### src/rtl/gyro_window_avg.sv
// gyro_window_avg: multi-channel windowed gyro averager, fixed-point out.
// Define GYRO_BIAS_CAL_EN to build the zero-rate bias calibration FSM.
module gyro_window_avg #(
  parameter int NUM_CH      = 3,
  parameter int IN_W        = 16,
  parameter int WINDOW      = 10000,
  parameter int FRAC_W      = 16,
  parameter int OUT_W       = 32,
  parameter int RECIP_SHIFT = 24
) (
  input  logic                     clk_100mhz,
  input  logic                     rst_in,
  input  logic                     sample_valid_in,
  input  logic [NUM_CH*IN_W-1:0]   data_in,
  input  logic                     cal_start_in,
  output logic [NUM_CH*OUT_W-1:0]  avg_out,
  output logic                     avg_valid_out,
  output logic                     cal_busy_out,
  output logic                     cal_done_out
);
  localparam int CNT_W  = $clog2(WINDOW + 1);
  localparam int ACC_W  = IN_W + 1 + CNT_W;
  localparam int SH     = RECIP_SHIFT - FRAC_W;
  localparam int RC_W   = RECIP_SHIFT + 2;
  localparam int PROD_W = ACC_W + RC_W;
  localparam longint RECIP =
    ((longint'(1) <<< RECIP_SHIFT) + longint'(WINDOW / 2))
    / longint'(WINDOW);
  localparam logic signed [RC_W-1:0] RECIP_C = RC_W'(RECIP);
  localparam logic signed [PROD_W-1:0] MAXV =
    {{(PROD_W-OUT_W+1){1'b0}}, {(OUT_W-1){1'b1}}};
  localparam logic signed [PROD_W-1:0] MINV =
    {{(PROD_W-OUT_W+1){1'b1}}, {(OUT_W-1){1'b0}}};

  logic signed [ACC_W-1:0]  acc     [NUM_CH];
  logic signed [ACC_W-1:0]  acc_nxt [NUM_CH];
  logic signed [ACC_W-1:0]  snap    [NUM_CH];
  logic signed [PROD_W-1:0] prod    [NUM_CH];
  logic signed [PROD_W-1:0] sh      [NUM_CH];
  logic        [OUT_W-1:0]  sat     [NUM_CH];
  logic [CNT_W-1:0] cnt;
  logic close, in_cal, start, cal_pend;
  logic s1_vld, s1_cal, s2_vld, s2_cal;

`ifdef GYRO_BIAS_CAL_EN
  typedef enum logic {RUN, CAL} state_t;
  state_t state, state_nxt;
  logic signed [IN_W-1:0] bias [NUM_CH];

  assign in_cal       = (state == CAL);
  assign start        = (state == RUN) && cal_start_in;
  assign cal_busy_out = in_cal;

  always_comb begin
    state_nxt = state;
    unique case (state)
      RUN:     if (cal_start_in) state_nxt = CAL;
      CAL:     if (s2_vld && s2_cal) state_nxt = RUN;
      default: state_nxt = RUN;
    endcase
  end

  always_ff @(posedge clk_100mhz) begin
    if (rst_in) begin
      state    <= RUN;
      cal_pend <= 1'b0;
      cal_done_out <= 1'b0;
      for (int c = 0; c < NUM_CH; c++) bias[c] <= '0;
    end else begin
      state <= state_nxt;
      cal_done_out <= s2_vld && s2_cal;
      if (close && in_cal) cal_pend <= 1'b1;
      if (s2_vld && s2_cal) begin
        cal_pend <= 1'b0;
        for (int c = 0; c < NUM_CH; c++)
          bias[c] <= IN_W'(prod[c] >>> RECIP_SHIFT);
      end
    end
  end
`else
  assign in_cal       = 1'b0;
  assign start        = cal_start_in & 1'b0;
  assign cal_pend     = 1'b0;
  assign cal_busy_out = 1'b0;
  assign cal_done_out = 1'b0;
`endif

  assign close = sample_valid_in && (cnt == CNT_W'(WINDOW - 1));

  always_comb begin
    for (int c = 0; c < NUM_CH; c++) begin
`ifdef GYRO_BIAS_CAL_EN
      acc_nxt[c] = acc[c]
        + ACC_W'($signed(data_in[c*IN_W +: IN_W]))
        - ACC_W'(bias[c]);
`else
      acc_nxt[c] = acc[c]
        + ACC_W'($signed(data_in[c*IN_W +: IN_W]));
`endif
      sh[c] = prod[c] >>> SH;
      if (sh[c] > MAXV)      sat[c] = MAXV[OUT_W-1:0];
      else if (sh[c] < MINV) sat[c] = MINV[OUT_W-1:0];
      else                   sat[c] = sh[c][OUT_W-1:0];
    end
  end

  // A calibration start discards the partial window but a window
  // closing in the same cycle still reaches the pipeline.
  always_ff @(posedge clk_100mhz) begin
    if (rst_in || start) begin
      cnt <= '0;
      for (int c = 0; c < NUM_CH; c++) acc[c] <= '0;
    end else if (sample_valid_in) begin
      if (close) begin
        cnt <= '0;
        for (int c = 0; c < NUM_CH; c++) acc[c] <= '0;
      end else begin
        cnt <= cnt + CNT_W'(1);
        for (int c = 0; c < NUM_CH; c++) acc[c] <= acc_nxt[c];
      end
    end
  end

  always_ff @(posedge clk_100mhz) begin
    if (rst_in) begin
      s1_vld <= 1'b0;
      s1_cal <= 1'b0;
      s2_vld <= 1'b0;
      s2_cal <= 1'b0;
      avg_valid_out <= 1'b0;
      avg_out <= '0;
      for (int c = 0; c < NUM_CH; c++) begin
        snap[c] <= '0;
        prod[c] <= '0;
      end
    end else begin
      s1_vld <= close && !(in_cal && cal_pend);
      s1_cal <= in_cal;
      s2_vld <= s1_vld;
      s2_cal <= s1_cal;
      avg_valid_out <= s2_vld && !s2_cal;
      for (int c = 0; c < NUM_CH; c++) begin
        if (close)  snap[c] <= acc_nxt[c];
        if (s1_vld) prod[c] <= PROD_W'(snap[c]) * PROD_W'(RECIP_C);
        if (s2_vld && !s2_cal) avg_out[c*OUT_W +: OUT_W] <= sat[c];
      end
    end
  end

endmodule
### config.mk
export PLATFORM = sky130hd
export DESIGN_NAME = gyro_window_avg
export DESIGN_NICKNAME = d
export VERILOG_FILES = /design/src/rtl/gyro_window_avg.sv
export SDC_FILE = /design/constraint.sdc
export NUM_CORES = 2
export LEC_CHECK = 0
export ABC_CLOCK_PERIOD_IN_PS = 7100
export BUFFER_PORTS_ARGS = -buffer_cell sky130_fd_sc_hd__buf_2
export CAP_MARGIN = 10
export CORE_MARGIN = 4
export CORE_UTILIZATION = 55
export CTS_BUF_LIST = sky130_fd_sc_hd__clkbuf_16
export DETAILED_ROUTE_END_ITERATION = 12
export PLACE_DENSITY = 0.72
export SETUP_SLACK_MARGIN = 0.1
export SKIP_CTS_REPAIR_TIMING = 1
export SLEW_MARGIN = 20
export SYNTH_ARGS = -nofsm -noshare
export SYNTH_HDL_FRONTEND = slang
export SYNTH_SLANG_ARGS = --single-unit
### constraint.sdc
create_clock -name clk_100mhz -period 7.1 [get_ports clk_100mhz]
set_input_delay 1.42 -clock clk_100mhz [delete_from_list [all_inputs] [get_ports clk_100mhz]]
set_output_delay 1.42 -clock clk_100mhz [all_outputs]
set_load 0.02 [all_outputs]
==> results.md <==
- The footprint of the flip-flops and latches is 0.0110 mm^2.
- The overall routed net length is 72800 um.
- The flow ran to the end, and the final reports show no timing, DRC or antenna violations.
- In this run the critical register-to-register path is launched from snap[0][40]$_SDFFCE_PN0P_.
- Yosys printed 0 warnings.
- The H-tree was split into 2 levels.
- The worst-case vdd ir drop is 0.202 mV.
- The total routing usage reported by global routing is 21.5%.
- The slowest cell on the critical path is fa_1.
- The synthesized area per cell is 9.75 um^2.
- The accumulated negative setup slack is 0 ns.
- The count of pins over their slew limit is 0.
- Counting cells, the worst reg-to-reg path comes to 18.
- The tree is rooted in a clkbuf_16.
- The layout overhead on the synthesized area is 8.89%.
- The clock drives 404 sinks.
- The final-layout fill cell count is 5272.
- The element type at the critical path start is a register.
- The gate count after technology mapping is 3632.
- The library cells used most frequently in the layout, excluding fill and tap cells, are inv_1 (674), nor2_1 (464), ha_1 (370).
- The routed wirelength normalized by instance count is 15.7 um.
- The leakage component of the power is 18.5 nW.
- The worst setup path startpoint is snap[0][40]$_SDFFCE_PN0P_.
- The worst setup path is captured at a register.
- The number of buffers on the longest clock path is 3.
- The critical path's largest stage delay is 0.54 ns.
- The worst-case hold slack is 0.474 ns.
- The number of port buffers is 147.
- The peak fanout along the critical path is 6.
- The synthesized netlist contains 72 unique library cells.
- The pin count of the biggest net entering global routing is 79.
- For the pin with the worst max-slew slack, the measured transition is 1.06 ns.
- At the end of the flow, the number of nets in the layout was 4515.
- The number of enable flip-flop cells after synthesis is 291.
- For this run, the leading register cell type out of synthesis is edfxtp_1.
- The remaining routing DRC violations is 0.
- After synthesis, flip-flops and latches occupy 31.1% of the total area.
- The post-synthesis register bit count is 404.
- The HPWL after detailed placement is 58300 um.
- The area of the die is 0.0685 mm^2.
- The initial detailed-routing violation count is 1299.
- The final period demand of the worst path is 6.01 ns.
- The min-delay analysis places its worst path in the category register to register.
- The worst hold path begins at avg_out[1]$_SDFFE_PP0P_.
- The mapped cell area is 0.0354 mm^2.
- The via count is 24432.
- The first detailed-routing pass ran for 5 iterations.
- The count of standard-cell rows is 92.
- The number of global-route vias before repair is 24629.
- The slack of the worst reg-to-reg path is 1.09 ns.
- The area of all placed cells without fillers is 0.0386 mm^2.
- Based on the critical path, the design can be clocked at up to 166 MHz.
- The area after detailed placement is 0.0370 mm^2.
- Setup violations remaining at the end of the flow were counted as 0.
- The count of nets left with antenna violations once routing finished came out at 0.
- The worst endpoint required time is 7.45 ns.
- The max-capacitance violation count is 0.
- The total area inside the core boundary comes to 0.0634 mm^2.
- The initial antenna violation count is 2.
- The total count of hold-check failures in the final report is 0.
- The final weighted congestion in routability-driven placement is 0.897.
- The clock skew after layout is 0.0245 ns.
- For the worst-skew pair, the clock arrives at the later sink with an insertion delay of 0.59 ns.
- Data arrives at the worst endpoint at 6.36 ns.
- In this run the horizontal extent of the chip is 262 um.
- The power density normalized to cell area is 361 mW/mm^2.
- For this run, asynchronously set or reset flops after synthesis account for 0%.
- The critical path capture point is prod[0][111]$_SDFFCE_PN0P_.
- The die is 262 um tall.
- The first global-routing pass estimated 121000 um of wire.
- The multi-input combinational cells in the finished layout cover a total of 0.0216 mm^2.
- The count of boundary I/O pins is 151.
- Measured against its own limit, the worst slew margin works out to 29.4%.
- The capture point of the worst reg-to-reg path is prod[0][111]$_SDFFCE_PN0P_.
- After clock tree synthesis, the clock-pin slew on the worst setup and hold paths is 0.06 ns.
- The worst setup path category is register to register.
- The TritonCTS clock tree is done.
- Setup repair after global routing left no endpoint under its margin.
- The remaining global-route overflow is 0.
- The cell that appears most often on the critical path is fa_1.
- The post-route netlist has 6.95% of its cells at a drive strength greater than 1.
- The final cycle utilization of the critical path is 84.6%.
- Walking the worst path, the cells encountered are ha_1 -> fa_1 -> fa_1 -> inv_1 -> fa_1 -> fa_1 -> inv_1 -> ha_1 -> a21o_1 -> o21bai_1 -> a311o_1 -> a21oi_1 -> a2111oi_1 -> or2_1 -> o41a_1 -> a221oi_2 -> xnor2_1 -> and2_1.
- The effective utilization at floorplan is 55.8%.
- The clock buffer count from CTS is 47.
- The most frequent standard cell in the layout excluding fill and tap cells is inv_1.
- The number of vias per cell after detailed routing is 5.27.
[through the flow]
step / power, W / cells / utilization (%) / setup slack (ns)
2_1_floorplan: 0.00972 / 3633 / - / 1.46
3_3_place_gp: 0.0114 / 4544 / 58.3 / 1.15
3_5_place_dp: 0.0115 / 4544 / 58.3 / 1.10
4_1_cts: 0.0140 / 4631 / 60.8 / 1.08
5_1_grt: 0.0153 / 4631 / 60.8 / 0.830
6_report: 0.0139 / 4633 / 60.8 / 1.09
[synthesized netlist by cell type, types with 4 or more instances]
cell type    n  area, um^2
o211ai_1     7        52.6
a211oi_1     8        60.1
xnor2_1    118        1030
fa_1       346        6930
or3_1        9        56.3
o21bai_1    22         165
xor2_1     115        1010
a41oi_1      4        35.0
nand4_1     28         175
a221o_1      7        70.1
a21oi_1    254        1270
nor4_1       4        25.0
edfxtp_1   291        8740
nand2_1    113         424
a311oi_1     6        52.6
nand2b_1    12        75.1
o31a_1       4        35.0
nor3_1     117         586
o31ai_1     11        82.6
nand3_1     34         170
and4_1       5        43.8
nor2b_1     18         113
o21ai_0     88         440
a21boi_0     6        45.0
o21ai_1      7        35.0
and3_1      23         144
mux2i_1      6        60.1
or2_2        7        43.8
and2_1      16         100
a21o_1     135        1010
nor3b_1      7        52.6
ha_1       370        4630
dfxtp_1    113        2260
nor2_1     464        1740
o21a_1      13        97.6
a2111oi_0    5        43.8
clkbuf_1    93         349
inv_1      669        2510
a31oi_1     21         131
[cells by family after synthesis]
group	synth area share, %
fa+ha+maj	32.6
simple gates	10.9
other cells	0.0106
flops	31.1
buf+inv	8.14
mux	0.233
xor+xnor	5.76
compound gates	11.3
[how the worst min path moves through the flow]
stage,end,cells after the start
floorplan,cnt[13]$_SDFFE_PP0P_,2
global placement,avg_out[38]$_SDFFE_PP0P_,2
detailed placement,avg_out[76]$_SDFFE_PP0P_,2
CTS,avg_out[76]$_SDFFE_PP0P_,2
global route,avg_out[20]$_SDFFE_PP0P_,2
finish,avg_out[1]$_SDFFE_PP0P_,2
[state kept, by name, indices dropped and copies added (netlist names)]
signal         flops
avg_valid_out      1
s1_vld             1
snap              93
avg_out           96
acc               93
prod             105
s2_vld             1
cnt               14
[critical path: cells and delay by family (launching register included)]
kind,cells,cell delay [ns]
buffers and inverters,2,0.09
DFF,1,0.52
adders and majority gates,6,2.79
AOI/OAI and AO/OA,7,1.83
and+or+nand+nor,2,0.44
xor gates and xnor gates,1,0.09
[metal layers]
metal	share of wire (%)	wire length, um	up-vias	global-route usage (%)
met5	0.027	20	-	0
met4	1.6	1140	2	4.05
met3	5.1	3740	73	3.36
met2	46	33400	457	35.2
met1	47	34500	11637	30.8
li1	-	-	12263	-
[report_power, final]
group	switching, W	internal (W)
logic	0.00501	0.00374
clock network	0.00103	0.00140
registers	0.0000901	0.00267
[layout make-up]
| class | count | area share (%) |
|---|---|---|
| timing repair buffer | 162 | 2.21 |
| multi-input combinational | 2463 | 55.9 |
| inverter | 669 | 6.51 |
| sequential | 404 | 28.5 |
| clock buffer | 48 | 3.11 |
| antenna | 2 | 0.0130 |
| tap | 846 | 2.75 |
| clock inverter | 39 | 0.941 |
Note: power is estimated with default switching activity, not from simulation.
